==> config.mk <==
export PLATFORM = sky130hd
export DESIGN_NAME = proto_stream_arbiter
export DESIGN_NICKNAME = d
export VERILOG_FILES = /design/src/rtl/proto_stream_arbiter.sv
export SDC_FILE = /design/constraint.sdc
export NUM_CORES = 1
export LEC_CHECK = 0
export CAP_MARGIN = 15
export CORE_ASPECT_RATIO = 1.25
export CORE_MARGIN = 10
export CORE_UTILIZATION = 40
export DETAILED_ROUTE_END_ITERATION = 8
export GPL_TIMING_DRIVEN = 1
export HOLD_SLACK_MARGIN = 0.03
export SETUP_SLACK_MARGIN = 0.2
export SLEW_MARGIN = 20
export SYNTH_ARGS = -nofsm -noshare
export SYNTH_HDL_FRONTEND = slang
export SYNTH_SLANG_ARGS = --single-unit
export TNS_END_PERCENT = 1
==> constraint.sdc <==
create_clock -name clk_i -period 4.24 [get_ports clk_i]
set_clock_uncertainty 0.1 [all_clocks]
set_input_delay 0.848 -clock clk_i [delete_from_list [all_inputs] [get_ports clk_i]]
set_output_delay 0.848 -clock clk_i [all_outputs]
set_load 0.02 [all_outputs]
==> src/rtl/proto_stream_arbiter.sv <==
// Round-robin, message-granular arbiter that shares one protobuf deserializer
// among several byte streams, stripping each message's varint length prefix.
module proto_stream_arbiter #(
  parameter int NUM_SRC       = 4,
  parameter int MAX_LEN_BYTES = 2,
  parameter int SEL_W         = $clog2(NUM_SRC)
) (
  input  logic                 clk_i,
  input  logic                 reset_i,
  input  logic [NUM_SRC*8-1:0] src_data_i,
  input  logic [NUM_SRC-1:0]   src_valid_i,
  output logic [NUM_SRC-1:0]   src_ready_o,
  output logic [7:0]           protoStream_o,
  output logic                 protoStream_valid_o,
  output logic [SEL_W-1:0]     src_sel_o,
  output logic                 msg_start_o,
  output logic                 msg_end_o,
  output logic                 len_err_o,
  output logic [NUM_SRC-1:0]   err_mask_o,
  output logic                 busy_o
);

  localparam int LEN_W = 7 * MAX_LEN_BYTES;
  localparam int IDX_W = (MAX_LEN_BYTES > 1) ? $clog2(MAX_LEN_BYTES) : 1;

  typedef enum logic [1:0] {IDLE, LEN, FWD} state_t;

  state_t             state_q, state_d;
  logic [SEL_W-1:0]   sel_q, sel_d;
  logic [SEL_W-1:0]   last_q, last_d;
  logic [NUM_SRC-1:0] err_mask_q, err_mask_d;
  logic [LEN_W-1:0]   len_acc_q, len_acc_d;
  logic [LEN_W-1:0]   remain_q, remain_d;
  logic [LEN_W-1:0]   len_q, len_d;
  logic [IDX_W-1:0]   len_idx_q, len_idx_d;

  logic [7:0]         data_p1, data_d;
  logic               vld_p1, vld_d;
  logic               start_p1, start_d;
  logic               end_p1, end_d;
  logic               len_err_p1, len_err_d;

  logic [NUM_SRC-1:0] eligible;
  logic [SEL_W:0]     pick;
  logic [7:0]         cur_byte;
  logic               cur_valid;

  // First eligible source strictly after the last grant, wrapping modulo NUM_SRC.
  function automatic logic [SEL_W:0] rr_pick(input logic [NUM_SRC-1:0] elig,
                                              input logic [SEL_W-1:0]   last);
    logic [SEL_W:0] res;
    int             idx;
    res = '0;
    for (int i = NUM_SRC; i >= 1; i--) begin
      idx = (int'(last) + i) % NUM_SRC;
      if (elig[idx]) res = {1'b1, SEL_W'(idx)};
    end
    return res;
  endfunction

  assign eligible  = src_valid_i & ~err_mask_q;
  assign pick      = rr_pick(eligible, last_q);
  assign cur_byte  = src_data_i[int'(sel_q)*8 +: 8];
  assign cur_valid = src_valid_i[sel_q];

  // Ready depends on registered state only, never on incoming valid.
  assign src_ready_o = (state_q != IDLE) ? (NUM_SRC'(1) << sel_q) : '0;
  assign busy_o      = (state_q != IDLE);

  always_comb begin
    state_d    = state_q;
    sel_d      = sel_q;
    last_d     = last_q;
    err_mask_d = err_mask_q;
    len_acc_d  = len_acc_q;
    remain_d   = remain_q;
    len_d      = len_q;
    len_idx_d  = len_idx_q;
    data_d     = data_p1;
    vld_d      = 1'b0;
    start_d    = 1'b0;
    end_d      = 1'b0;
    len_err_d  = 1'b0;

    unique case (state_q)
      IDLE: begin
        if (pick[SEL_W]) begin
          sel_d     = pick[SEL_W-1:0];
          last_d    = pick[SEL_W-1:0];
          len_acc_d = '0;
          len_idx_d = '0;
          state_d   = LEN;
        end
      end
      LEN: begin
        if (cur_valid) begin
          len_acc_d[int'(len_idx_q)*7 +: 7] = cur_byte[6:0];
          if (!cur_byte[7]) begin
            if (len_acc_d == '0) begin
              state_d = IDLE;
            end else begin
              remain_d = len_acc_d;
              len_d    = len_acc_d;
              state_d  = FWD;
            end
          end else if (len_idx_q == IDX_W'(MAX_LEN_BYTES - 1)) begin
            len_err_d         = 1'b1;
            err_mask_d[sel_q] = 1'b1;
            state_d           = IDLE;
          end else begin
            len_idx_d = len_idx_q + IDX_W'(1);
          end
        end
      end
      FWD: begin
        if (cur_valid) begin
          data_d   = cur_byte;
          vld_d    = 1'b1;
          start_d  = (remain_q == len_q);
          end_d    = (remain_q == LEN_W'(1));
          remain_d = remain_q - LEN_W'(1);
          if (remain_q == LEN_W'(1)) state_d = IDLE;
        end
      end
      default: state_d = IDLE;
    endcase
  end

  // Stage p1: accepted byte and its framing pulses, one cycle after acceptance.
  always_ff @(posedge clk_i) begin
    if (reset_i) begin
      state_q    <= IDLE;
      sel_q      <= '0;
      last_q     <= SEL_W'(NUM_SRC - 1);
      err_mask_q <= '0;
      len_acc_q  <= '0;
      remain_q   <= '0;
      len_q      <= '0;
      len_idx_q  <= '0;
      data_p1    <= '0;
      vld_p1     <= 1'b0;
      start_p1   <= 1'b0;
      end_p1     <= 1'b0;
      len_err_p1 <= 1'b0;
    end else begin
      state_q    <= state_d;
      sel_q      <= sel_d;
      last_q     <= last_d;
      err_mask_q <= err_mask_d;
      len_acc_q  <= len_acc_d;
      remain_q   <= remain_d;
      len_q      <= len_d;
      len_idx_q  <= len_idx_d;
      data_p1    <= data_d;
      vld_p1     <= vld_d;
      start_p1   <= start_d;
      end_p1     <= end_d;
      len_err_p1 <= len_err_d;
    end
  end

  assign protoStream_o       = data_p1;
  assign protoStream_valid_o = vld_p1;
  assign msg_start_o         = start_p1;
  assign msg_end_o           = end_p1;
  assign len_err_o           = len_err_p1;
  assign src_sel_o           = sel_q;
  assign err_mask_o          = err_mask_q;

endmodule

==> results.txt <==
* Outcome: finished, final reports clean
* Total internal power: 0.00140 W
* CP Data Required Time: 3.29 ns
* Die area: 0.0141 mm²
- Std cell rows: 40
* Transition time of the tightest slew-check pin: 0.936 ns
- Clock-pin slew was measured on the worst setup and hold paths at 0.06 ns.
* Post-DP HPWL: 8970 µm
* DRT Pass-1 Iters: 5
* Initial antenna violation count: 0
- The number of hold violations in the final report came to 0.
- The highest metal layer carrying signal wires in the routed design is met4.
- The number of clock buffers added by TritonCTS is 9.
- Cell at the root of the clock tree: clkbuf_16
- Wl on met1: 5050 µm
* Proportion of synthesized chip area in sequential cells: 33.5%
- Share of power burned in the clock network: 40.3%
* Count of cells resized by post-cts repair: 0
- Ordered list of cells on the worst path: buf_4 -> nand2_1 -> nor2_1 -> clkdlybuf4s50_1
- Antenna fix cells: 0
* Cell with the biggest individual delay on the critical path: dfxtp_1
- Ranked by total cell area, the synthesized netlist is headed by dfxtp_1 (33%), nand2_1 (6.2%), mux2i_1 (5.2%).
- Clock tree synthesis found a total of 65 sinks.
- Share of cells above drive strength 1: 10.8%
* Final number of setup-violating endpoints: 0
- Synthesized Nets: 517
- Routed met3 length: 952 µm
- Vias in the first global route: 3,775
* Setup repair after global routing missed its margin: no
* Highest ir drop seen on vdd: 0.200 mV
- Wires add up to 12,200 µm.
* Count of mapped cells out of synthesis: 477
- Number of antenna-violating nets in the routed design: 0
- TritonCTS built the clock tree.
- Counting instances in the post-synthesis netlist gives the leading cell types as dfxtp_1 (65), nand2_1 (64), nor2_1 (45), a21oi_1 (34), o21ai_0 (26).
- Class of the tightest hold or removal check: flop to flop
- Width of the die: 108 µm
* Area share of the largest cell type after synthesis: 33.5%
* Number of nets in the finished design: 564
- Port Buffers: 60
- Die height: 130 µm
- Normalized max-slew margin: 37.6%
- Timing analysis after detailed placement gives a worst setup slack of 0.898 ns.
* Hold buffer count at cts: 0
- Post-detailed-route DRC marker count: 0
- After layout, the worst setup slack is 1.02 ns.
- Average wire per cell in the routed design: 18.6 µm
- STA classifies the critical path endpoint as an output port.
- Summed over all failing endpoints, the final setup total negative slack is 0 ns.
- After detailed routing, the number of vias per cell comes to 5.76.
* Register bit count reported by yosys: 65
* Starting density of the core: 40.6%
- Switch share: 31.3%
- Slowest stage delay, CP: 0.78 ns
- Worst Setup Path Type: flop to output port
- At the worst endpoint, the arrival time is 2.27 ns.
- Dominant cell by count in the synthesized netlist: dfxtp_1
- Global routing consumed, over all layers together, 17.6% of the routing resources.
* Count of flip-flops with a built-in enable after synthesis: 0
- After global routing the overflow that remains totals 0.
* Register share of total power: 34.5%
* Average size of a mapped cell: 8.14 µm²
- In this run the power density over the cells is 417 mW/mm².
* Highest clock rate: 311 MHz
- Maximum number of buffers from clock root to sink: 2
- Final weighted congestion in routability-driven placement: 0.882
* Post-synthesis cell type count: 62
- Synthesis-to-finish area growth: 25.7%
- Summed over all cells, the static leakage comes to 1.70 nW.
* Final Max Slew Viols: 0
* Predominant post-synthesis flop cell: dfxtp_1
* Highest net fanout along the worst path: 13
* Largest area contributor in the synthesized netlist: dfxtp_1
- Yosys printed 0 warnings.
- I/O pin count: 61
- Vias post-DR: 3,773
- Power spent charging and discharging nets: 0.000638 W
- Of the total power, combinational logic draws 25.3%.
* Max_cap viols: 0
- Post-synth design cell area: 0.00388 mm²
* Async SR Flop Fraction: 0%
- First-pass GRT wire length: 19,700 µm
- Kind of start point of the critical path: flop
- Met2 wirelength from detailed routing: 5960 µm
- The floorplan step defined a core boundary enclosing 0.00956 mm².
- Maximum number of pins on one net before global-route repair: 49
- Subtracting the final worst setup slack from the clock period gives 3.22 ns.
- Part of the cycle the worst path needs: 75.9%
* Drt initial violations: 224
- In this run the post-CTS setup repair buffer count came out at 0.
- H-tree depth: 3
- For the worst-skew pair, the clock arrives at the later sink with an insertion delay of 0.34 ns.
==> layer usage <==
layer  GRT usage, %  vias to the layer above
met1           20.5                     1776
met3           5.67                       15
met5              0                        -
met4           7.72                        0
li1               -                     1834
met2           28.9                      148
==> flip-flops by register name, indices dropped and copies added, names as in the netlist <==
register	flops
len_acc_q	14
len_q	14
remain_q	14
protoStream_o	8
err_mask_o	4
last_q	2
src_sel_o	2
state_q	2
len_err_o	1
len_idx_q	1
msg_end_o	1
msg_start_o	1
protoStream_valid_o	1
==> power groups by stage <==
stage               logic (W)  clock network (W)  registers [W]
floorplan            0.000362                  0       0.000690
detailed placement   0.000508                  0       0.000715
CTS                  0.000511           0.000836       0.000702
global route         0.000560           0.000862       0.000709
finish               0.000515           0.000821       0.000703
global placement     0.000506                  0       0.000714
==> cell usage in the layout, fill, tap and decap left out, types with 3 or more instances in the layout <==
master	count
mux4_2	6
nand3_1	14
o311ai_2	5
nor4_1	5
clkdlybuf4s50_1	59
xnor2_1	12
a32oi_1	4
o31ai_1	3
nand2b_1	12
clkbuf_16	9
a21oi_1	34
nand4_1	10
nor3_1	14
mux2i_1	20
o2bb2ai_1	3
dfxtp_1	65
nand2_1	64
a32o_1	3
a31oi_1	13
o22ai_1	3
nor2b_1	8
o311ai_0	3
o221ai_1	3
nor2_1	45
buf_4	9
o21ai_0	26
inv_1	14
mux2_2	4
xor2_1	4
==> worst max-delay path: cells and delay by family (launching register included) <==
| kind | cells | cell delay, ns |
|---|---|---|
| AND/OR/NAND/NOR | 2 | 0.26 |
| buffers and inverters | 2 | 0.88 |
| flip-flops | 1 | 0.78 |
==> final timing paths <==
path,depth (start not counted),to,from,slack (ns)
worst max-delay path,4,src_ready_o[3],src_sel_o[0],1.02
worst min-delay path,2,protoStream_o[0],protoStream_o[0],0.36
worst max register to register,5,remain_q[10],src_sel_o[0],1.27
worst min register to register,2,protoStream_o[0],protoStream_o[0],0.36
==> kinds of logic after synthesis <==
| group | synth area share [%] |
|---|---|
| flops | 33.5 |
| mux | 10.5 |
| xor+xnor | 3.61 |
| simple gates | 24.0 |
| fa+ha+maj | 0.644 |
| buf+inv | 5.35 |
| compound gates | 22.4 |
==> metrics by stage <==
step / hold WS (ns) / utilization [%] / std cells / power, W / area [µm²]
floorplan: 0.347 / - / 477 / 0.00105 / 3880
global placement: 0.338 / 47.6 / 639 / 0.00122 / 4550
detailed placement: 0.345 / 47.6 / 639 / 0.00122 / 4550
CTS: 0.357 / 51.1 / 655 / 0.00205 / 4880
global route: 0.382 / 51.1 / 655 / 0.00213 / 4880
finish: 0.355 / 51.1 / 655 / 0.00204 / 4880
==> cell type report <==
type | instances | area [µm²]
Clock inverter | 5 | 77.6
Fill cell | 909 | 4670
Tap cell | 126 | 158
Inverter | 15 | 56.3
Clock buffer | 11 | 253
Timing Repair Buffer | 69 | 663
Sequential cell | 65 | 1300
Multi-Input combinational cell | 364 | 2380
No activity file was read; power rests on OpenSTA's default activity.
